<file path="src/rtl/mul_div_if.sv">
// Handshake and result bus between the control unit / register file and mul_div_unit.
interface mul_div_if #(
    parameter int WIDTH      = 64,
    parameter int REG_ADDR_W = 5
);
    logic                  start;
    logic [1:0]            op;
    logic [WIDTH-1:0]      operand_a;
    logic [WIDTH-1:0]      operand_b;
    logic [REG_ADDR_W-1:0] dest_reg;
    logic                  busy;
    logic                  done;
    logic [WIDTH-1:0]      result;
    logic [REG_ADDR_W-1:0] write_reg;
    logic                  reg_write;

    // Requester side: control unit issuing operations and consuming results.
    modport master (
        output start, op, operand_a, operand_b, dest_reg,
        input  busy, done, result, write_reg, reg_write
    );

    // Execute-unit side.
    modport slave (
        input  start, op, operand_a, operand_b, dest_reg,
        output busy, done, result, write_reg, reg_write
    );
endinterface

</file>
<file path="src/rtl/mul_div_unit.sv">
// Multicycle unsigned multiply/divide unit: one shift-add or restoring-divide
// step per clock, fixed latency, single operation in flight.
module mul_div_unit #(
    parameter int WIDTH      = 64,
    parameter int REG_ADDR_W = 5
) (
    input  logic     Clk,
    input  logic     Rst,
    mul_div_if.slave bus
);
    localparam logic [1:0] S_IDLE = 2'd0;
    localparam logic [1:0] S_CALC = 2'd1;
    localparam logic [1:0] S_DONE = 2'd2;

    localparam int               CNT_W    = $clog2(WIDTH + 1);
    localparam logic [CNT_W-1:0] CNT_LAST = CNT_W'(WIDTH);

    localparam logic [1:0] OP_MUL   = 2'b00;
    localparam logic [1:0] OP_MULHU = 2'b01;
    localparam logic [1:0] OP_DIVU  = 2'b10;

    logic [1:0]            state_q;
    logic [CNT_W-1:0]      cnt_q;
    logic [1:0]            op_q;
    logic [WIDTH-1:0]      a_q;
    logic [WIDTH-1:0]      b_q;
    logic [REG_ADDR_W-1:0] dest_q;
    logic [2*WIDTH-1:0]    prod_q;
    logic [WIDTH-1:0]      rem_q;
    logic [WIDTH-1:0]      quo_q;
    logic [WIDTH-1:0]      result_q;
    logic [REG_ADDR_W-1:0] wreg_q;

    // Select the architectural result from the finished accumulators. A zero
    // divisor needs no special case: every trial subtract succeeds, so the
    // quotient ends all ones and the remainder ends equal to the dividend.
    function automatic logic [WIDTH-1:0] pick_result(
        input logic [1:0]         op,
        input logic [2*WIDTH-1:0] prod,
        input logic [WIDTH-1:0]   quo,
        input logic [WIDTH-1:0]   rem
    );
        case (op)
            OP_MUL:   return prod[WIDTH-1:0];
            OP_MULHU: return prod[2*WIDTH-1:WIDTH];
            OP_DIVU:  return quo;
            default:  return rem;
        endcase
    endfunction

    // Shift-add step: conditionally add the multiplicand into the upper half,
    // then shift the whole product right with the carry coming back in on top.
    logic [WIDTH:0]       mul_sum;
    logic [2*WIDTH-1:0]   prod_nxt;
    assign mul_sum  = {1'b0, prod_q[2*WIDTH-1:WIDTH]} + (prod_q[0] ? {1'b0, a_q} : '0);
    assign prod_nxt = {mul_sum, prod_q[WIDTH-1:1]};

    // Restoring-divide step: the dividend shifts out of quo_q MSB-first while
    // quotient bits shift in at the bottom. Since rem_q < divisor, a
    // non-negative difference always fits back into WIDTH bits.
    logic [WIDTH:0] rem_shift;
    logic [WIDTH:0] rem_diff;
    logic           sub_ok;
    assign rem_shift = {rem_q, quo_q[WIDTH-1]};
    assign rem_diff  = rem_shift - {1'b0, b_q};
    assign sub_ok    = ~rem_diff[WIDTH];

    // Control FSM plus datapath; the extra counter value after the last
    // iteration is the edge that publishes the result and enters DONE.
    always_ff @(posedge Clk) begin
        if (Rst) begin
            state_q  <= S_IDLE;
            cnt_q    <= '0;
            op_q     <= '0;
            a_q      <= '0;
            b_q      <= '0;
            dest_q   <= '0;
            prod_q   <= '0;
            rem_q    <= '0;
            quo_q    <= '0;
            result_q <= '0;
            wreg_q   <= '0;
        end else begin
            case (state_q)
                S_IDLE: begin
                    if (bus.start) begin
                        op_q    <= bus.op;
                        a_q     <= bus.operand_a;
                        b_q     <= bus.operand_b;
                        dest_q  <= bus.dest_reg;
                        cnt_q   <= '0;
                        prod_q  <= {{WIDTH{1'b0}}, bus.operand_b};
                        rem_q   <= '0;
                        quo_q   <= bus.operand_a;
                        state_q <= S_CALC;
                    end
                end
                S_CALC: begin
                    if (cnt_q == CNT_LAST) begin
                        result_q <= pick_result(op_q, prod_q, quo_q, rem_q);
                        wreg_q   <= dest_q;
                        state_q  <= S_DONE;
                    end else begin
                        cnt_q  <= cnt_q + CNT_W'(1);
                        prod_q <= prod_nxt;
                        rem_q  <= sub_ok ? rem_diff[WIDTH-1:0] : rem_shift[WIDTH-1:0];
                        quo_q  <= {quo_q[WIDTH-2:0], sub_ok};
                    end
                end
                S_DONE: begin
                    state_q <= S_IDLE;
                end
                default: begin
                    state_q <= S_IDLE;
                end
            endcase
        end
    end

    assign bus.busy      = (state_q != S_IDLE);
    assign bus.done      = (state_q == S_DONE);
    assign bus.reg_write = (state_q == S_DONE);
    assign bus.result    = result_q;
    assign bus.write_reg = wreg_q;
endmodule

</file>
<file path="src/flat_wrapper.sv">
// flat-port wrapper written by rule: the top's interface ports become plain ports
module mul_div_unit_flat 
#(
    parameter int WIDTH      = 64,
    parameter int REG_ADDR_W = 5
)
  (Clk, Rst, bus_start, bus_op, bus_operand_a, bus_operand_b, bus_dest_reg, bus_busy, bus_done, bus_result, bus_write_reg, bus_reg_write);
  mul_div_if #(.WIDTH(WIDTH), .REG_ADDR_W(REG_ADDR_W)) bus_i ();
  input  logic Clk;
  input  logic Rst;
  input wire logic [$bits(bus_i.start)-1:0] bus_start;
  input wire logic [$bits(bus_i.op)-1:0] bus_op;
  input wire logic [$bits(bus_i.operand_a)-1:0] bus_operand_a;
  input wire logic [$bits(bus_i.operand_b)-1:0] bus_operand_b;
  input wire logic [$bits(bus_i.dest_reg)-1:0] bus_dest_reg;
  output wire logic [$bits(bus_i.busy)-1:0] bus_busy;
  output wire logic [$bits(bus_i.done)-1:0] bus_done;
  output wire logic [$bits(bus_i.result)-1:0] bus_result;
  output wire logic [$bits(bus_i.write_reg)-1:0] bus_write_reg;
  output wire logic [$bits(bus_i.reg_write)-1:0] bus_reg_write;
  assign bus_i.start = bus_start;
  assign bus_i.op = bus_op;
  assign bus_i.operand_a = bus_operand_a;
  assign bus_i.operand_b = bus_operand_b;
  assign bus_i.dest_reg = bus_dest_reg;
  assign bus_busy = bus_i.busy;
  assign bus_done = bus_i.done;
  assign bus_result = bus_i.result;
  assign bus_write_reg = bus_i.write_reg;
  assign bus_reg_write = bus_i.reg_write;
  mul_div_unit #(.WIDTH(WIDTH), .REG_ADDR_W(REG_ADDR_W)) u_core (.Clk(Clk), .Rst(Rst), .bus(bus_i));
endmodule
</file>
<file path="config.mk">
export PLATFORM = sky130hd
export DESIGN_NAME = mul_div_unit_flat
export DESIGN_NICKNAME = d
export VERILOG_FILES = /design/src/rtl/mul_div_if.sv /design/src/rtl/mul_div_unit.sv /design/src/flat_wrapper.sv
export SDC_FILE = /design/constraint.sdc
export NUM_CORES = 1
export LEC_CHECK = 0
export ABC_CLOCK_PERIOD_IN_PS = 9100
export BUFFER_PORTS_ARGS = -buffer_cell sky130_fd_sc_hd__buf_2
export CORE_ASPECT_RATIO = 0.9
export CORE_MARGIN = 2
export CORE_UTILIZATION = 30
export CTS_CLUSTER_SIZE = 16
export DETAILED_ROUTE_END_ITERATION = 8
export PLACE_DENSITY = 0.52
export SYNTH_ARGS = -nofsm -noshare
export SYNTH_HDL_FRONTEND = slang
export SYNTH_SLANG_ARGS = --single-unit
</file>
<file path="constraint.sdc">
create_clock -name Clk -period 9.1 [get_ports Clk]
set_input_delay 0.455 -clock Clk [delete_from_list [all_inputs] [get_ports Clk]]
set_output_delay 0.455 -clock Clk [all_outputs]
set_load 0.02 [all_outputs]
</file>
==> metrics.csv, run 1 <==
stage;metric;value;unit
power_and_ir_drop;internal-power;3.79;mW
power_and_ir_drop;pwr-share-clk;0.443;
global_route;grt_max_degree;110;
route;wl_met1;40400;um
place;hpwl;61800;um
worst_setup_path;critical_path_required;9.55;ns
route;met3_length;4430;um
synthesis;ys_ff_latch;469;
route;drt_iter0_markers;1812;
route;drc;0;
clock_tree;clockRootBuffer;clkbuf_16;
clock_tree;cts_num_sinks;469;
place;io_buffers;209;
route;postRouteWirelength;87100;um
synthesis;synth_common_cells;nand2_1, dfxtp_1, a21oi_1;
clock_tree;post_cts_buffers;0;
worst_setup_path;critPathLaunch;u_core.prod_q[0]$_SDFFE_PP0P_;
synthesis;synth_top_area_frac;0.351;
sta;relSlewSlack;0.261;
final_layout;largest-register;u_core.prod_q;
synthesis;synthCells;3434;
worst_setup_path;r2r-end;u_core.prod_q[124]$_SDFFE_PP0P_;
floorplan;die_x;319;um
worst_setup_path;crit_end;u_core.prod_q[124]$_SDFFE_PP0P_;
power_and_ir_drop;ir_worst_vdd;0.000130;V
synthesis;synthFlopType;dfxtp_1;
min_path;min_path_type;in2reg;
final_layout;register_area;0.00940;mm^2
sta;skew;0.0262;ns
synthesis;yosysTopAreaCell;dfxtp_1;
clock_tree;htree_levels;2;
final_layout;largest_reg_flops;128;
sta;rsz0062_at_grt;no;
clock_tree;numCtsBuffers;55;
worst_setup_path;ff2ff_setup_slack;4.10;ns
sta;setup_viol;0;
floorplan;pin_count;210;
final_layout;final_net_count;3740;
synthesis;yosys-top-cells-area;dfxtp_1, nand2_1, a21oi_1, ha_1, mux4_2;
synthesis;synth_warnings;0;
final_layout;fill_cells;9321;
worst_setup_path;cp.buffers_inverters;2;
worst_setup_path;crit_path_start_kind;flop;
synthesis;synth_edf_count;0;
global_route;grt_overflow;0;
sta;max_freq;0.200;GHz
synthesis;syn_area_per_cell;7.80;um^2
floorplan;rows;103;
route;via_per_inst;5.18;
worst_setup_path;critPathArrivalTime;5.44;ns
route;ant_nets;0;
place;gp_congestion;0.897;
floorplan;die_h;287;um
global_route;grt_pass1_wl;136000;um
sta;fin_crit_sh;0.549;
power_and_ir_drop;sw_frac_of_total;0.275;
clock_tree;clock_latency;0.61;ns
worst_setup_path;crit_chain;buf_4 > nand2_1 > inv_1 > ha_1 > a211oi_1 > nor2_1 > o311ai_0 > a21oi_1 > o211ai_1 > a21oi_1 > nor2_1 > o21ai_1 > a41oi_1 > xor2_1 > o21ai_1;
clock_tree;clk_pin_slew;0.06;ns
route;wl_met2;40200;um
place;postPlaceCellArea;0.0285;mm^2
worst_setup_path;endpoint_kind;flop;
sta;tightest_slew;1.11;ns
route;vias;24224;
worst_setup_path;path_class;reg2reg;
sta;hold_violations;0;
synthesis;synth_cell_types;80;
sta;fin_tns_setup;0;ns
clock_tree;hold_buffers;0;
global_route;antenna_found_initial;15;
clock_tree;cts_tree;yes;
final_layout;drive_gt1_frac;0.123;
sta;min_period;5.00;ns
power_and_ir_drop;p_seq_frac;0.428;
synthesis;ys_seq_area_frac;0.351;
worst_setup_path;cp_slowest_stage_delay;0.77;ns
global_route;grt_pass1_vias;23273;
worst_setup_path;crit_fanout;34;
worst_setup_path;worst-path-stages;15;
power_and_ir_drop;p_leak;12.4;nW
route;post_drt_wl_per_cell;18.6;um
synthesis;synth_most_common_cell;nand2_1;
synthesis;async_flop_share;0;
power_and_ir_drop;power.density;172;mW/mm^2
synthesis;netlist_area;0.0268;mm^2
sta;slew_violations;0;
synthesis;synth.net_count;3704;
clock_tree;clock_path_buffers;3;
worst_setup_path;reg2reg_from;u_core.prod_q[0]$_SDFFE_PP0P_;
power_and_ir_drop;p_switching;1.44;mW
floorplan;dieArea;0.0916;mm^2
run;max_cap_violations;0;
floorplan;initial_core_util;0.304;
worst_setup_path;critPathSlowestCell;o311ai_0;
clock_tree;cts_resized;0;
worst_setup_path;path_delay_family;compound AO/OA/AOI/OAI gates;
outcome;status;finished, final reports clean;
route;dr.pass1.iters;5;
floorplan;fp.coreArea;0.0880;mm^2
final_layout;syn_to_final_growth;13.6;%
power_and_ir_drop;p_comb_frac;0.129;
route;top_layer;met5;
worst_setup_path;reg2regPathDepth;15;
final_layout;stdcell_area;0.0304;mm^2
final_layout;multi_input_area;0.0161;mm^2
global_route;track_usage;0.185;
-- worst register-to-register path: stages, from the launching register on --
cell and delay, ns:
dfxtp_2 0.69, buf_4 0.43, nand2_1 0.18, inv_1 0.08, ha_1 0.23, a211oi_1 0.24, nor2_1 0.12, o311ai_0 0.77
a21oi_1 0.37, o211ai_1 0.44, a21oi_1 0.16, nor2_1 0.43, o21ai_1 0.18, a41oi_1 0.27, xor2_1 0.19, o21ai_1 0.08
-- kinds of logic after synthesis --
family,Yosys count,share of synthesized area
multiplexers,74,0.0576
buffers and inverters,359,0.0525
adder cells (fa/ha/maj),132,0.0623
XOR/XNOR,118,0.0386
flip-flops,469,0.351
AO/OA/AOI/OAI,949,0.231
AND/OR/NAND/NOR,1333,0.208
-- layout make-up --
type                    count  share of cell area
diodes                      4            0.000329
clock buffers              78              0.0521
clock inverters            22             0.00926
inverters                 107              0.0132
multi-input cells        2606               0.528
flip-flops and latches    469               0.309
well taps                1155              0.0475
repair buffers            231              0.0402
-- power groups by stage --
stage / Clock (mW) / Sequential (mW) / Combinational, mW
after floorplan: 0 / 2.25 / 0.501
after global placement: 0 / 2.28 / 0.677
after detailed placement: 0 / 2.28 / 0.678
after CTS: 2.37 / 2.24 / 0.681
after global routing: 2.44 / 2.25 / 0.756
final: 2.31 / 2.24 / 0.673
-- cells in the final DEF (no fill, tap or decap), types with 17 or more instances in the layout --
master     instances
o21ai_1           28
ha_1             130
clkbuf_16         55
dfxtp_1          466
buf_2            208
xor2_1            61
nand2_1          867
o21bai_1          23
a21o_1            72
xnor2_1           56
nand2b_1          17
mux4_2            64
a311oi_1         128
a31oi_1           18
nor2_1           221
a22o_1            44
o21ai_0          153
nand4_1           39
and2_1            67
a21oi_1          352
buf_4             22
nor3_1            21
inv_1            107
nand3_1           30
-- through the flow --
| stage | util | hold slack, ns | cells | power [mW] | setup slack (ns) |
|---|---|---|---|---|---|
| 6_report | 0.345 | 0.0882 | 4672 | 5.22 | 4.10 |
| 5_1_grt | 0.345 | 0.0765 | 4670 | 5.45 | 3.50 |
| 3_5_place_dp | 0.324 | 0.444 | 4568 | 2.96 | 4.03 |
| 4_1_cts | 0.345 | 0.0509 | 4668 | 5.29 | 3.99 |
| 3_3_place_gp | 0.324 | 0.440 | 4568 | 2.96 | 4.12 |
| 2_1_floorplan | - | 0.432 | 3434 | 2.75 | 5.66 |
-- worst min-delay path by stage --
stage                                  startpoint                            endpoint  slack [ns]  cells after the start
2_1_floorplan          u_core.a_q[0]$_SDFFE_PP0P_          u_core.a_q[0]$_SDFFE_PP0P_        0.43                      2
3_3_place_gp   u_core.bus.result[59]$_SDFFE_PP0P_  u_core.bus.result[59]$_SDFFE_PP0P_        0.44                      2
3_5_place_dp          u_core.a_q[42]$_SDFFE_PP0P_         u_core.a_q[42]$_SDFFE_PP0P_        0.44                      2
4_1_cts                                 bus_op[1]         u_core.op_q[1]$_SDFFE_PP0P_        0.05                      3
5_1_grt                                 bus_op[1]         u_core.op_q[1]$_SDFFE_PP0P_        0.08                      3
6_report                                bus_op[1]         u_core.op_q[1]$_SDFFE_PP0P_        0.09                      3
-- per-layer routing --
layer / GRT usage / vias up
met5: 0 / -
met4: 0.0449 / 22
met3: 0.0342 / 116
met2: 0.304 / 500
met1: 0.251 / 11465
li1: - / 12121
Note: power is estimated with default switching activity, not from simulation.
==> run 2: changes to the inputs <==
ABC_CLOCK_PERIOD_IN_PS = 4700   (was 9100)
clock period = 4.7 ns   (was 9.1 ns; I/O delays follow)
==> run 2 against run 1 <==
  * Combinational power increased by 110%
  * Power up 100%
  * Via count up 2.9%
  * Final cell count increased by 3.2%
  * Global-route usage up 0.28 points
  * Critical path depth grew 1
  * Critical endpoint is now u_core.prod_q[119]$_SDFFE_PP0P_
  * Clock-buffer cell count grew 5
  * Highest routed layer unchanged
  * Register-to-register slack worse by 3.7 ns
  * Largest power group unchanged
  * Sequential power rose by 94%
  * Critical path type unchanged
  * Largest cell class unchanged
  * First-iteration DRC count fell by 7.6%
==> metrics.csv, run 2 (synthesis gave the netlist of run 1 again) <==
stage;metric;value;unit;change
outcome;status;finished, final reports clean;;
run;max_cap_violations;0;;unchanged
route;drc;0;;unchanged
sta;relSlewSlack;0.284;;+0.0227
power_and_ir_drop;power.density;327;mW/mm^2;+90%
sta;hold_violations;0;;unchanged
sta;hold_ws;0.0803;ns;-0.00790 ns
sta;fin_crit_sh;0.912;;+0.363
clock_tree;numCtsBuffers;57;;+3.6%
floorplan;rows;103;;unchanged
sta;skew;0.0296;ns;+0.00343 ns
worst_setup_path;critPathArrivalTime;4.75;ns;-0.69 ns
global_route;antenna_found_initial;6;;-9
route;dr.pass1.iters;5;;unchanged
clock_tree;cts_num_sinks;469;;unchanged
route;via_per_inst;5.17;;-0.32%
global_route;grt_max_degree;165;;+50%
route;post_drt_wl_per_cell;18.3;um;-1.7%
clock_tree;clockRootBuffer;clkbuf_16;;
clock_tree;clock_latency;0.63;ns;+0.02 ns
power_and_ir_drop;p_leak;13.1;nW;+5.4%
worst_setup_path;endpoint_kind;flop;;
global_route;track_usage;0.188;;+0.00285
route;vias;24917;;+2.9%
route;postRouteWirelength;88400;um;+1.4%
sta;rsz0062_at_grt;no;;
place;io_buffers;209;;unchanged
place;hpwl;62800;um;+1.6%
floorplan;fp.coreArea;0.0880;mm^2;unchanged
route;drt_iter0_markers;1675;;-7.6%
sta;setup_viol;0;;unchanged
sta;tightest_slew;1.07;ns;-0.0340 ns
floorplan;pin_count;210;;unchanged
sta;slew_violations;0;;unchanged
final_layout;register_area;0.00940;mm^2;unchanged
min_path;min_path_type;in2reg;;
final_layout;largest_reg_flops;128;;unchanged
final_layout;final_util;0.364;;+0.0183
final_layout;largest-register;u_core.prod_q;;
clock_tree;clk_pin_slew;0.06;ns;about the same
floorplan;die_h;287;um;unchanged
worst_setup_path;crit_fanout;39;;+15%
sta;min_period;4.29;ns;-0.708 ns
worst_setup_path;path_class;reg2reg;;
clock_tree;htree_levels;2;;unchanged
final_layout;syn_to_final_growth;19.6;%;
clock_tree;cts_tree;yes;;
final_layout;final_cell_mix;nand2_1, dfxtp_1, a21oi_1;;
clock_tree;cts_resized;0;;unchanged
final_layout;drive_gt1_frac;0.123;;about the same
global_route;grt_overflow;0;;unchanged
floorplan;initial_core_util;0.304;;unchanged
clock_tree;post_cts_buffers;0;;unchanged
global_route;grt_pass1_vias;23944;;+2.9%
final_layout;fill_cells;9270;;-0.55%
clock_tree;clock_path_buffers;3;;unchanged
worst_setup_path;critical_path_required;5.17;ns;-4.38 ns
worst_setup_path;crit_path_start_kind;flop;;
route;ant_nets;0;;unchanged
floorplan;die_x;319;um;unchanged
sta;max_freq;0.233;GHz;+17%
place;gp_congestion;0.896;;-0.14%
power_and_ir_drop;ir_worst_vdd;0.000249;V;+92%
final_layout;multi_input_area;0.0161;mm^2;unchanged
final_layout;final_net_count;3884;;+3.9%
sta;fin_tns_setup;0;ns;unchanged
floorplan;dieArea;0.0916;mm^2;unchanged
final_layout;layout_commonest_cell;nand2_1;;
global_route;grt_pass1_wl;139000;um;+2.4%
run 2: cell types whose count changed in the layout (fill, tap and decap cells not counted), moves of 4 or more:
cell	before	now
clkinv_2	10	6
buf_12	0	5
clkbuf_8	12	16
clkbuf_16	55	59
dlygate4sd3_1	0	134
clkinvlp_4	1	8
run 2: cell type report:
class                           instances  share of cell area
Antenna cell                            4            0.000313
Clock buffer                           83              0.0539
Timing Repair Buffer                  373              0.0839
Multi-Input combinational cell       2606               0.502
Sequential cell                       469               0.294
Inverter                              107              0.0125
Clock inverter                         24             0.00887
Tap cell                             1155              0.0451
run 2: stage by stage:
stage | worst slack [ns] | std cells | power, mW | instance area, um^2
finish | 0.412 | 4821 | 10.5 | 32000
detailed placement | 0.491 | 4576 | 5.75 | 28600
floorplan | 1.26 | 3434 | 5.32 | 26800
global route | 0.0492 | 4820 | 10.9 | 32000
CTS | 0.445 | 4817 | 10.6 | 32000
global placement | 0.646 | 4576 | 5.74 | 28600
run 2: worst max-delay path: stages (launching register included):
cell      delay [ns]
dfxtp_2         0.74
and2_1          0.23
ha_1            0.19
inv_1           0.06
fa_1            0.37
nand2b_1        0.19
a21oi_1         0.27
o211ai_1        0.21
nand3_1         0.15
a31oi_2         0.21
nor4_1          0.38
buf_4           0.20
or2_1           0.21
a21oi_1         0.15
o31ai_1         0.32
xnor2_1         0.15
o21ai_0         0.09
run 2: what timing repair did:
action	in CTS	in global routing
endpoints found under the setup margin	0	0
hold buffers	134	0
hold endpoints to repair	261	0
run 2: routing by layer:
layer  vias to the layer above  wire [um]  track usage
li1                      12413          -            -
met1                     11903      42100        0.261
met2                       501      41200        0.312
met3                        94       3810       0.0266
met4                         6       1310       0.0340
met5                         -         34            0
run 2: path summary, 6_finish.rpt:
check                                                        start                                  to  slack, ns  cells after the start
worst max register to register       u_core.prod_q[0]$_SDFFE_PP0P_     u_core.prod_q[119]$_SDFFE_PP0P_       0.41                     16
worst min-delay path                                           Rst         u_core.op_q[1]$_SDFFE_PP0P_       0.08                      2
worst max-delay path                 u_core.prod_q[0]$_SDFFE_PP0P_     u_core.prod_q[119]$_SDFFE_PP0P_       0.41                     16
worst min register to register  u_core.bus.result[37]$_SDFFE_PP0P_  u_core.bus.result[37]$_SDFFE_PP0P_       0.45                      2
run 2: report_power, final:
group          internal, mW  switching, mW  leakage [nW]
combinational         0.571          0.832          8.27
clock                  2.82           1.89         0.968
sequential             4.17          0.170          3.83
total                  7.57           2.90          13.1
